## config.mk

```make
export PLATFORM = sky130hd
export DESIGN_NAME = tmr_ctrl
export DESIGN_NICKNAME = d
export VERILOG_FILES = /design/src/rtl/tmr_pkg.sv /design/src/rtl/tmr_prescaler.sv /design/src/rtl/tmr_ctrl.sv
export SDC_FILE = /design/constraint.sdc
export NUM_CORES = 1
export LEC_CHECK = 0
export ABC_AREA = 1
export BUFFER_PORTS_ARGS = -buffer_cell sky130_fd_sc_hd__buf_2
export CAP_MARGIN = 20
export CORE_UTILIZATION = 55
export DETAILED_ROUTE_END_ITERATION = 8
export GPL_TIMING_DRIVEN = 0
export PLACE_DENSITY_LB_ADDON = 0.05
export SLEW_MARGIN = 20
export SYNTH_ARGS = -nofsm -noshare
export SYNTH_HDL_FRONTEND = slang
export SYNTH_HIERARCHICAL = 1
export SYNTH_SLANG_ARGS = --single-unit
export TNS_END_PERCENT = 1
```

## constraint.sdc

```tcl
create_clock -name clk -period 2 [get_ports clk]
set_clock_uncertainty 0.2 [all_clocks]
set_input_delay 0.3 -clock clk [delete_from_list [all_inputs] [get_ports clk]]
set_output_delay 0.3 -clock clk [all_outputs]
set_load 0.005 [all_outputs]
```

## src/rtl/tmr_pkg.sv

```systemverilog
`default_nettype none
// ============================================================================
// Module      : tmr_pkg
// Description : Shared state encoding, default widths and command priority
//               for the timer control stage.
// Revision    : 1.0 - initial release
// ============================================================================
package tmr_pkg;

    localparam int c_div_w_default = 8;

    localparam logic [1:0] c_idle  = 2'b00;
    localparam logic [1:0] c_run   = 2'b01;
    localparam logic [1:0] c_pause = 2'b10;
    localparam logic [1:0] c_done  = 2'b11;

    // Higher value wins when several commands arrive in the same cycle.
    localparam int c_prio_clear = 2;
    localparam int c_prio_stop  = 1;
    localparam int c_prio_start = 0;

    function automatic logic is_busy(input logic [1:0] st);
        return (st == c_run) || (st == c_pause);
    endfunction

endpackage
`default_nettype wire

```

## src/rtl/tmr_prescaler.sv

```systemverilog
`default_nettype none
// ============================================================================
// Module      : tmr_prescaler
// Description : Counts 0..div_reg while run is high and emits a registered
//               one-cycle tick on each wrap; reload forces the count to 0.
// Revision    : 1.0 - initial release
// ============================================================================
module tmr_prescaler
    import tmr_pkg::*;
#(
    parameter int DIV_W = c_div_w_default
) (
    input  logic             clk,
    input  logic             rst_n,
    input  logic             run,
    input  logic             reload,
    input  logic [DIV_W-1:0] div_reg,
    output logic             tick
);

    logic [DIV_W-1:0] r_cnt;
    logic             r_tick;

    always_ff @(posedge clk or negedge rst_n) begin
        if (!rst_n) begin
            r_cnt  <= '0;
            r_tick <= 1'b0;
        end else if (reload) begin
            r_cnt  <= '0;
            r_tick <= 1'b0;
        end else if (run) begin
            if (r_cnt == div_reg) begin
                r_cnt  <= '0;
                r_tick <= 1'b1;
            end else begin
                r_cnt  <= r_cnt + 1'b1;
                r_tick <= 1'b0;
            end
        end else begin
            r_tick <= 1'b0;
        end
    end

    assign tick = r_tick;

endmodule
`default_nettype wire

```

## src/rtl/tmr_ctrl.sv

```systemverilog
`default_nettype none
// ============================================================================
// Module      : tmr_ctrl
// Description : Start/stop/pause/clear control for the 8-bit counter with
//               prescaled count_en, one-shot/periodic modes and sticky irq.
// Revision    : 1.0 - initial release
// ============================================================================
module tmr_ctrl
    import tmr_pkg::*;
#(
    parameter int DIV_W = c_div_w_default
) (
    input  logic             clk,
    input  logic             rst_n,
    input  logic             start,
    input  logic             stop,
    input  logic             clear,
    input  logic             one_shot,
    input  logic [DIV_W-1:0] div_val,
    input  logic             overflow,
    input  logic             irq_clr,
    output logic             count_en,
    output logic             count_clr,
    output logic             busy,
    output logic             done,
    output logic             irq,
    output logic [1:0]       state
);

    logic [1:0]       r_state;
    logic [1:0]       w_state_nxt;
    logic [DIV_W-1:0] r_div;
    logic             r_mode;
    logic             r_count_clr;
    logic             r_done;
    logic             r_irq;
    logic             w_tick;
    logic             w_run;
    logic             w_reload;
    logic             w_start_idle;
    logic             w_ovf;

    assign w_run        = (r_state == c_run);
    assign w_start_idle = (r_state == c_idle) && start && !clear;
    assign w_reload     = clear || w_start_idle;
    assign w_ovf        = w_run && count_en && overflow;

    // The prescaler keeps advancing in the cycle a stop is taken; the tick it
    // may produce on entering PAUSE or DONE is masked by the state below.
    tmr_prescaler #(
        .DIV_W (DIV_W)
    ) u_prescaler (
        .clk     (clk),
        .rst_n   (rst_n),
        .run     (w_run),
        .reload  (w_reload),
        .div_reg (r_div),
        .tick    (w_tick)
    );

    always_ff @(posedge clk or negedge rst_n) begin
        if (!rst_n) begin
            r_state <= c_idle;
        end else begin
            r_state <= w_state_nxt;
        end
    end

    always_comb begin
        w_state_nxt = r_state;
        if (clear) begin
            w_state_nxt = c_idle;
        end else begin
            case (r_state)
                c_idle: begin
                    if (start) w_state_nxt = c_run;
                end
                c_run: begin
                    if (w_ovf && r_mode)  w_state_nxt = c_done;
                    else if (stop)        w_state_nxt = c_pause;
                end
                c_pause: begin
                    if (!stop && start)   w_state_nxt = c_run;
                end
                c_done: begin
                    w_state_nxt = c_idle;
                end
                default: begin
                    w_state_nxt = c_idle;
                end
            endcase
        end
    end

    always_comb begin
        count_en  = w_tick && w_run;
        count_clr = r_count_clr;
        busy      = is_busy(r_state);
        done      = r_done;
        irq       = r_irq;
        state     = r_state;
    end

    // Overflow sets irq even when a clear arrives in the same cycle.
    always_ff @(posedge clk or negedge rst_n) begin
        if (!rst_n) begin
            r_div       <= '0;
            r_mode      <= 1'b0;
            r_count_clr <= 1'b0;
            r_done      <= 1'b0;
            r_irq       <= 1'b0;
        end else begin
            r_count_clr <= w_reload;
            r_done      <= !clear && w_ovf && r_mode;
            if (w_start_idle) begin
                r_div  <= div_val;
                r_mode <= one_shot;
            end
            if (w_ovf) begin
                r_irq <= 1'b1;
            end else if (irq_clr) begin
                r_irq <= 1'b0;
            end
        end
    end

endmodule
`default_nettype wire
```

==> flow_summary.toml, run 1 <==
[yosys]
synthDistinctLibCells = 25
synth-seq-area-share_pct = 41.2
yosys_warnings = 6
async_flop_share_pct = 100
synth-edff-count = 0
syn_area_um2 = 1400
synth.top_cell.area_share_pct = 41.2
synth_ff_type = "dfrtp_1"
synth_area_leaders = "dfrtp_1 41%, nand2_1 13%, inv_1 8.1%"
yosys.area.top_type = "dfrtp_1"
yosysMostFrequentCell = "nand2_1"
synth-seq-cells = 23
synthTopCellsByCount = "50 x nand2_1, 30 x inv_1, 23 x dfrtp_1"
syn_area_per_cell_um2 = 8.32
synth_nets = 190
synth_cells = 168

[global_route]
grt_overflow = 0
grt_start_max_net_pins = 24
track_usage_pct = 21.7
antenna_found_initial = 0
grt_pass1_wl_mm = 4.40
grt_pass1_vias = 996

[final_layout]
n_antenna_cell = 0
layout.cells.non_filler = 225
area.growth.synth_to_final_pct = 15.3
final_layout_size_suffix_gt1_share_pct = 31.0
nets = 220
final_util_pct = 70.2

[worst_setup_path]
crit_fanout = 10
worst_ep_required_time_ps = 2010
arrival_ps = 1890
rrSetupSlack_ps = 120
cpMaxStageDelayCell = "dfrtp_1"
start_kind = "flip-flop"
rr_worst_depth = 10
timing.critical_path.cells = "inv_1, ha_2, nand2_1, nand2_2, nor2_4, inv_6, nand2_4, nor2_4, xor2_1, a21oi_2"
reg2reg_to = "u_prescaler/r_cnt[4]"
worstSetupEndpointType = "flip-flop"
timing.rr.start = "state[1]"
cp_common_cell = "nor2_4"
crit_type = "reg2reg"
crit_path_max_incr_delay_ps = 440

[routing]
firstDrtPassIters = 4
antenna_left = 0
drt-total-wl_mm = 2.46
remaining_drc_errors = 0
wl_per_cell_um = 10.9
avgViaCountPerCell = 4.85
first_iter_violations = 26
vias = 1092

[clocking]
cts_tree = "built"
cts_max_level = 1
post-cts-setup-buffers = 0
cts.path.max_buffers = 2
clk_pin_slew_ps = 130
cts_root_buf = "clkbuf_4"
cts_sinks = 23
numCtsBuffers = 3
clk_latency_ps = 310

[floorplan]
coreArea_um2 = 2300
rows = 17
die_area_um2 = 2750
ios = 23
initial_core_util_pct = 60.8
die_h_um = 52.4
die_w_um = 52.4

[sta]
finalSetupViolations = 0
relSlewSlack_pct = 66.1
fin_hold_ws_ps = 9.52
final_max_slew_viol_count = 0
setup_ws_ps = 125
fin_crit_ps = 1880
tightest_slew_ps = 509
fmax_mhz = 533
period_share_pct = 93.8
hold_viol_final = 0

[pwr]
p_leak_nw = 0.850
p_per_area_nw_per_um2 = 999
total_power_w = 0.00161
ir_drop_uv = 808

[hold_path]
min_path_cells = 3
whs_endpoint = "r_div[5]"
hold_class = "in2reg"
min-delay-start = "div_val[5]"

[placement]
dp_hpwl_mm = 1.93
place_congestion = 0.788
io_buffer_count = 22
place_inst = 218
pre_cts_ws_ps = -6.62

[status]
outcome = "finished, final reports clean"

[flow_run]
cap_violations = 0
==> layout by cell type (no fill, tap or decap) <==
cell	instances
clkbuf_4	3
nand2_1	49
buf_6	2
nor2_4	2
a21oi_1	1
nand2_2	4
o21ai_2	9
inv_1	30
ha_1	4
o21ai_0	1
clkinv_2	1
dlygate4sd3_1	3
xor2_1	3
nand4_1	2
nor3b_2	1
inv_6	1
o21ai_1	4
buf_2	22
ha_2	2
nand3_4	1
xnor2_1	4
inv_2	1
nor3_2	1
nand3_1	7
dfrtp_2	1
nor2_1	5
dfrtp_1	22
nor2_2	2
a21oi_2	5
nand2_4	3
or2_1	1
==> per-layer routing <==
layer  up-vias  GRT usage [%]  wire [um]
met5         -              0          0
met4         0           7.02         13
met3         2           2.61         78
met2        22           35.0       1180
met1       496           30.0       1190
li1        572              -          -
==> repair_timing <==
item | in CTS | in global routing
hold buffers | 3 | 0
setup endpoints to repair | 1 | 5
gates resized for setup | 1 | 4
hold endpoints to repair | 25 | 0
==> area by class of cell <==
cell class / count / area (um2)
fillers: 202 / 686
multi-input cells: 111 / 684
flip-flops and latches: 23 / 577
repair buffers: 25 / 140
inverters: 32 / 125
well taps: 28 / 35.0
clock buffers: 3 / 22.5
plain buffers: 2 / 22.5
clock inverters: 1 / 5.00
==> through the flow <==
step	cell area (um2)	TNS, ps
2_1_floorplan	1400	0
3_3_place_gp	1540	0
3_5_place_dp	1540	-6.62
4_1_cts	1600	0
5_1_grt	1610	-2.96
6_report	1610	0
==> kinds of logic (layout without fill, tap and decap cells) <==
group                    count (synthesis)  in the layout  share of synthesized area, %
adder cells (fa/ha/maj)                  6              6                          5.37
XOR/XNOR                                 7              7                          4.39
AO/OA/AOI/OAI                           20             20                          10.9
AND/OR/NAND/NOR                         78             78                          27.8
buffers and inverters                   34             63                          10.4
flip-flops                              23             23                          41.2
==> report_power, final <==
part / leakage (nW) / switching, W / total (W) / internal (W)
clock network: 0.0177 / 0.000138 / 0.000213 / 0.0000746
logic: 0.532 / 0.000418 / 0.000699 / 0.000282
registers: 0.300 / 0.000109 / 0.000698 / 0.000589
==> worst max-delay path: cells and delay by family, from the launching register on <==
family          cells  cell delay (ps)
simple gates        5              460
fa+ha+maj           1              230
flops               1              440
xor+xnor            1              170
buf+inv             2              240
compound gates      1               40
==> sequential cells by signal (all words and copies together), names as in the netlist <==
signal / flops
r_div: 8
u_prescaler/r_cnt: 8
state: 2
count_clr: 1
done: 1
irq: 1
r_mode: 1
u_prescaler/tick: 1
==> worst max-delay path by stage <==
stage,slack (ps),depth (start not counted),from,end
detailed placement,-7,10,state[0],u_prescaler/r_cnt[4]
global route,-3,10,state[1],u_prescaler/r_cnt[4]
global placement,80,10,state[0],u_prescaler/r_cnt[4]
finish,120,10,state[1],u_prescaler/r_cnt[4]
floorplan,180,10,state[0],u_prescaler/r_cnt[4]
CTS,50,10,state[0],u_prescaler/r_cnt[4]
(Power assumes the default switching activity.)
==> run 2: changes to the inputs <==
--- a/config.mk
+++ b/config.mk
@@ -8,13 +8,12 @@
 export ABC_AREA = 1
 export BUFFER_PORTS_ARGS = -buffer_cell sky130_fd_sc_hd__buf_2
 export CAP_MARGIN = 20
-export CORE_UTILIZATION = 55
+export CORE_UTILIZATION = 54
 export DETAILED_ROUTE_END_ITERATION = 8
 export GPL_TIMING_DRIVEN = 0
 export PLACE_DENSITY_LB_ADDON = 0.05
 export SLEW_MARGIN = 20
 export SYNTH_ARGS = -nofsm -noshare
 export SYNTH_HDL_FRONTEND = slang
-export SYNTH_HIERARCHICAL = 1
 export SYNTH_SLANG_ARGS = --single-unit
 export TNS_END_PERCENT = 1
==> constraint.sdc (replaced) <==
create_clock -name clk -period 2 [get_ports clk]
set_clock_uncertainty 0.2 [all_clocks]
set_input_delay 0.3 -clock clk [delete_from_list [all_inputs] [get_ports clk]]
set_output_delay 0.3 -clock clk [all_outputs]
set_load 0.02 [all_outputs]
==> run 2 against run 1 <==
- combinational power decreased by 17%
- global-route usage down 1.0 points
- largest cell class unchanged
- critical path type is now reg2out
- largest power group is now sequential cells
- synthesized cell count fell by 7.7%
==> flow_summary.toml, run 2 <==
[pwr]
p_leak_nw = 0.768
pwr-share-seq_pct = 45.8
total_power_w = 0.00148
p_per_area_nw_per_um2 = 989
ir_drop_uv = 711
p_clk_share_pct = 14.9
p_sw_w = 0.000575
switching_share_pct = 39.0
p_int_w = 0.000901
p_comb_share_pct = 39.2

[floorplan]
die_area_um2 = 2550
rows = 17
coreArea_um2 = 2210
die_w_um = 50.5
initial_core_util_pct = 57.4
ios = 23
die_h_um = 50.5

[routing]
avgViaCountPerCell = 4.71
vias = 1008
first_iter_violations = 13
drt-total-wl_mm = 2.30
antenna_left = 0
wl_per_cell_um = 10.7
remaining_drc_errors = 0
firstDrtPassIters = 4

[yosys]
synth-seq-area-share_pct = 45.4
async_flop_share_pct = 100
synthDistinctLibCells = 22
syn_area_per_cell_um2 = 8.19
synth-seq-cells = 23
yosysMostFrequentCell = "nand2_1"
synth_ff_type = "dfrtp_1"
syn_area_um2 = 1270
synth.top_cell.area_share_pct = 45.4
yosys.area.top_type = "dfrtp_1"
synth_nets = 176
synth_area_leaders = "dfrtp_1 45%, nand2_1 14%, inv_1 6.5%"
synthTopCellsByCount = "46 x nand2_1, 23 x dfrtp_1, 22 x inv_1"
synth_cells = 155
yosys_warnings = 0
synth-edff-count = 0

[worst_setup_path]
start_kind = "flip-flop"
arrival_ps = 1420
worstSetupEndpointType = "output pin"
crit_fanout = 6
worst_ep_required_time_ps = 1500
timing.rr.start = "state[0]"
crit_type = "reg2out"
critPathLaunch = "state[1]"

[global_route]
track_usage_pct = 20.7
antenna_found_initial = 0
grt_pass1_wl_mm = 3.93
grt_start_max_net_pins = 24
grt_overflow = 0
grt_pass1_vias = 969

[final_layout]
n_antenna_cell = 0
multiInputGateArea_um2 = 594
area.growth.synth_to_final_pct = 17.7
fillers = 189
final_layout_size_suffix_gt1_share_pct = 23.1
layout_commonest_cell = "nand2_1"
final_cell_mix = "46 x nand2_1, 23 x dfrtp_1, 22 x inv_1, 22 x buf_2, 16 x nor2_1"
nets = 208
seq_area_um2 = 576

[sta]
tightest_slew_ps = 527
period_share_pct = 95.8
fmax_mhz = 522
final_max_slew_viol_count = 0
finalSetupViolations = 0
fin_crit_ps = 1920
relSlewSlack_pct = 64.9
fin_tns_setup_ps = 0
rsz0062_at_grt = "no"
hold_viol_final = 0

[clocking]
cts_max_level = 1
cts_sinks = 23
cts.path.max_buffers = 2
clk_latency_ps = 320
post-cts-setup-buffers = 0
cts_root_buf = "clkbuf_4"
numCtsBuffers = 3
clk_pin_slew_ps = 130
cts_tree = "built"

[placement]
dp_hpwl_mm = 1.70
io_buffer_count = 22
place_congestion = 0.796

[flow_run]
cap_violations = 0

[status]
outcome = "finished, final reports clean"

[hold_path]
min-delay-start = "one_shot"
hold_class = "in2reg"
run 2: cell count changes after synthesis, sizes merged, moves of 2 or more:
cell	change
nor2	+11
o21ai	-10
inv	-8
nand2	-6
mux2	+4
nand3b	+2
run 2: worst paths after layout:
kind                                        end  slack [ps]  depth (start not counted)
min in group asynchronous                   irq         280                          2
setup reg to reg           u_prescaler.r_cnt[4]         280                          9
setup / recovery                       count_en          80                          5
max in group asynchronous              r_div[5]         960                          2
hold / removal                           r_mode           4                          2
hold reg to reg                             irq         310                          2
run 2: per-stage QoR:
stage,cells,cell area (um2),hold WS (ps),setup slack (ps),util [%]
floorplan,155,1270,-196,312,-
global placement,205,1410,98.1,356,63.9
detailed placement,205,1410,107,288,63.9
CTS,212,1470,0.943,11.3,66.5
global route,214,1490,2.32,0.694,67.5
finish,214,1490,3.60,84.8,67.5
run 2: timing repair:
action	in CTS	in global routing
resized for setup	0	1
hold endpoints to repair	25	2
setup endpoints to repair	0	1
hold buffers	3	2
run 2: routing by layer:
| metal | track usage [%] | wire length, um |
|---|---|---|
| met1 | 25.3 | 1120 |
| met2 | 35.1 | 1060 |
| met3 | 3.64 | 71 |
| met4 | 9.72 | 47 |
| met5 | 0 | 0 |
run 2: logic make-up after synthesis:
kind of cell / Yosys count / share of synthesized area [%]
buf+inv: 25 / 7.99
mux: 4 / 3.55
flops: 23 / 45.4
xor+xnor: 7 / 4.83
compound gates: 11 / 4.64
fa+ha+maj: 5 / 4.93
simple gates: 80 / 28.7
run 2: layout make-up:
cell class | instances | area share [%]
multi-input combinational | 107 | 39.8
tap | 28 | 2.35
inverter | 24 | 6.04
buffer | 1 | 0.754
clock buffer | 4 | 1.76
sequential | 23 | 38.6
timing repair buffer | 27 | 10.7
run 2: worst max-delay path: stages (launching register included):
cell     delay (ps)
dfrtp_1         450
inv_1           100
ha_2            250
nand2_1          80
inv_2            70
buf_2           160
run 2: power groups by stage:
stage               combinational (W)  sequential (W)  clock, W
CTS                          0.000582        0.000679  0.000226
detailed placement           0.000575        0.000689         0
global route                 0.000659        0.000693  0.000245
finish                       0.000579        0.000677  0.000220
floorplan                    0.000416        0.000697         0
global placement             0.000550        0.000679         0
==> run 3: changes to the inputs <==
--- a/config.mk
+++ b/config.mk
@@ -5,10 +5,10 @@
 export SDC_FILE = /design/constraint.sdc
 export NUM_CORES = 1
 export LEC_CHECK = 0
-export ABC_AREA = 1
 export BUFFER_PORTS_ARGS = -buffer_cell sky130_fd_sc_hd__buf_2
 export CAP_MARGIN = 20
-export CORE_UTILIZATION = 54
+export CORE_UTILIZATION = 53
+export CTS_CLUSTER_SIZE = 24
 export DETAILED_ROUTE_END_ITERATION = 8
 export GPL_TIMING_DRIVEN = 0
 export PLACE_DENSITY_LB_ADDON = 0.05
==> run 3 against run 2 <==
- setup slack lost 63 ps
- synthesized area shrank 6.9%
- register-to-register slack got worse by 240 ps
- power rose by 2.9%
- combinational power is 8.1% higher
- sequential share of layout area is 3.1 points higher
- non-clock buffer count shrank 3
- first-iteration DRC count grew 7.7%
==> flow_summary.toml, run 3 <==
[floorplan]
initial_core_util_pct = 58.4
die_w_um = 49.2
die_area_um2 = 2420
coreArea_um2 = 2020
die_h_um = 49.2
ios = 23
rows = 16

[global_route]
grt_pass1_wl_mm = 3.61
track_usage_pct = 19.5
antenna_found_initial = 0
grt_pass1_vias = 833
grt_overflow = 0
grt_start_max_net_pins = 24

[worst_setup_path]
crit_fanout = 10
critPathLaunch = "state[1]"
worstSetupEndpointType = "output pin"
start_kind = "flip-flop"
rr_worst_depth = 6
timing.rr.start = "state[0]"
worst_ep_required_time_ps = 1500
crit_type = "reg2out"
reg2reg_to = "u_prescaler.r_cnt[4]"
crit_end = "count_en"
arrival_ps = 1480
rrSetupSlack_ps = 40

[sta]
finalSetupViolations = 0
final_max_slew_viol_count = 0
hold_viol_final = 0
tightest_slew_ps = 500
rsz0062_at_grt = "yes"
relSlewSlack_pct = 66.7
fin_crit_ps = 1980
fmax_mhz = 505
period_share_pct = 98.9
fin_hold_ws_ps = 19.7
fin_tns_setup_ps = 0

[yosys]
synth_area_leaders = "dfrtp_1 49%, xnor2_1 8.9%, mux2_2 8.6%"
synth-edff-count = 0
synth.top_cell.area_share_pct = 48.7
synth_nets = 124
yosysMostFrequentCell = "dfrtp_1"
synthDistinctLibCells = 32
yosys.area.top_type = "dfrtp_1"
synth_ff_type = "dfrtp_1"
syn_area_per_cell_um2 = 11.5
synthTopCellsByCount = "23 x dfrtp_1, 12 x xnor2_1, 9 x mux2_2"
synth-seq-cells = 23
synth-seq-area-share_pct = 48.7
yosys_warnings = 0
syn_area_um2 = 1180
async_flop_share_pct = 100
synth_cells = 103

[flow_run]
cap_violations = 0

[status]
outcome = "finished, final reports clean"

[placement]
io_buffer_count = 22
dp_hpwl_mm = 1.58
dpl_cell_area_um2 = 1330
place_inst = 152
place_congestion = 0.786

[routing]
vias = 872
avgViaCountPerCell = 5.52
first_iter_violations = 14
antenna_left = 0
firstDrtPassIters = 4
remaining_drc_errors = 0
wl_per_cell_um = 13.2
drt-total-wl_mm = 2.09

[pwr]
ir_drop_uv = 759
p_per_area_nw_per_um2 = 1100
total_power_w = 0.00152
p_leak_nw = 0.598

[final_layout]
nets = 153
fillers = 159
final_area_um2 = 1380
n_antenna_cell = 0
final_layout_size_suffix_gt1_share_pct = 34.4
area.growth.synth_to_final_pct = 17.1
layout_commonest_cell = "dfrtp_1"
final_cell_mix = "23 x dfrtp_1, 22 x buf_2, 12 x xnor2_1"
layout.cells.non_filler = 158

[clocking]
cts_sinks = 23
cts.path.max_buffers = 2
cts_root_buf = "clkbuf_4"
cts_tree = "built"
numCtsBuffers = 3
cts_max_level = 1
clk_pin_slew_ps = 120
clk_latency_ps = 300

[hold_path]
hold_class = "in2reg"
[run 3: changes by cell type in the layout (fill, tap and decap cells not counted), moves of 4 or more]
cell           change
a21oi_1            -5
dlygate4sd3_1      -4
inv_1             -18
mux2_2             +5
nand2_1           -39
nor2_1            -12
xnor2_1            +9
[run 3: what timing repair did]
action,4_1_cts,5_1_grt
endpoints found under the setup margin,1,5
resized for setup,1,1
hold buffers,1,0
endpoints found under the hold margin,23,0
pin swaps,0,1
buffers inserted,1,0
[run 3: layer usage]
metal  global-route usage, %  wire (um)  vias to the layer above
met1                    26.7        976                      424
met4                    4.41         16                        0
met5                       0          0                        -
li1                        -          -                      422
met2                    32.0       1010                       22
met3                    3.74         83                        4
[run 3: worst min path at each step]
stage / from / end / slack, ps / cells after the start
4_1_cts: div_val[2] / r_div[2] / 20 / 2
3_5_place_dp: rst_n / irq / 100 / 1
5_1_grt: div_val[6] / r_div[6] / 4 / 2
6_report: div_val[2] / r_div[2] / 20 / 2
2_1_floorplan: rst_n / count_clr / -200 / 0
3_3_place_gp: rst_n / irq / 90 / 1
[run 3: cell families after synthesis]
group / count (synthesis) / synth area share (%)
and+or+nand+nor: 26 / 12.2
muxes: 10 / 9.43
AOI/OAI and AO/OA: 19 / 11.9
buffers and inverters: 7 / 2.86
xor gates and xnor gates: 13 / 9.64
adders and majority gates: 5 / 5.30
DFF: 23 / 48.7
[run 3: critical path: stages (launching register included)]
cell     delay (ps)
dfrtp_1         400
inv_1           100
ha_2            220
buf_6           160
and2_1          140
buf_2           160
[run 3: power breakdown]
group	internal [W]	switching, W
combinational	0.000297	0.000330
clock	0.0000776	0.000131
sequential	0.000590	0.0000946
total	0.000964	0.000555
[run 3: area by class of cell]
class                   count  area, um2  area share (%)
plain buffers               1       11.3           0.814
clock buffers               4       26.3            1.90
inverters                   6       22.5            1.63
multi-input cells          73        586            42.4
flip-flops and latches     23        576            41.6
well taps                  27       33.8            2.44
repair buffers             24        128            9.23
[run 3: stage by stage]
| step | util [%] | worst slack, ps |
|---|---|---|
| 3_3_place_gp | 65.9 | 66.7 |
| 5_1_grt | 68.4 | -75.0 |
| 4_1_cts | 68.2 | 11.5 |
| 2_1_floorplan | - | 45.3 |
| 6_report | 68.4 | 21.4 |
| 3_5_place_dp | 65.9 | 25.9 |
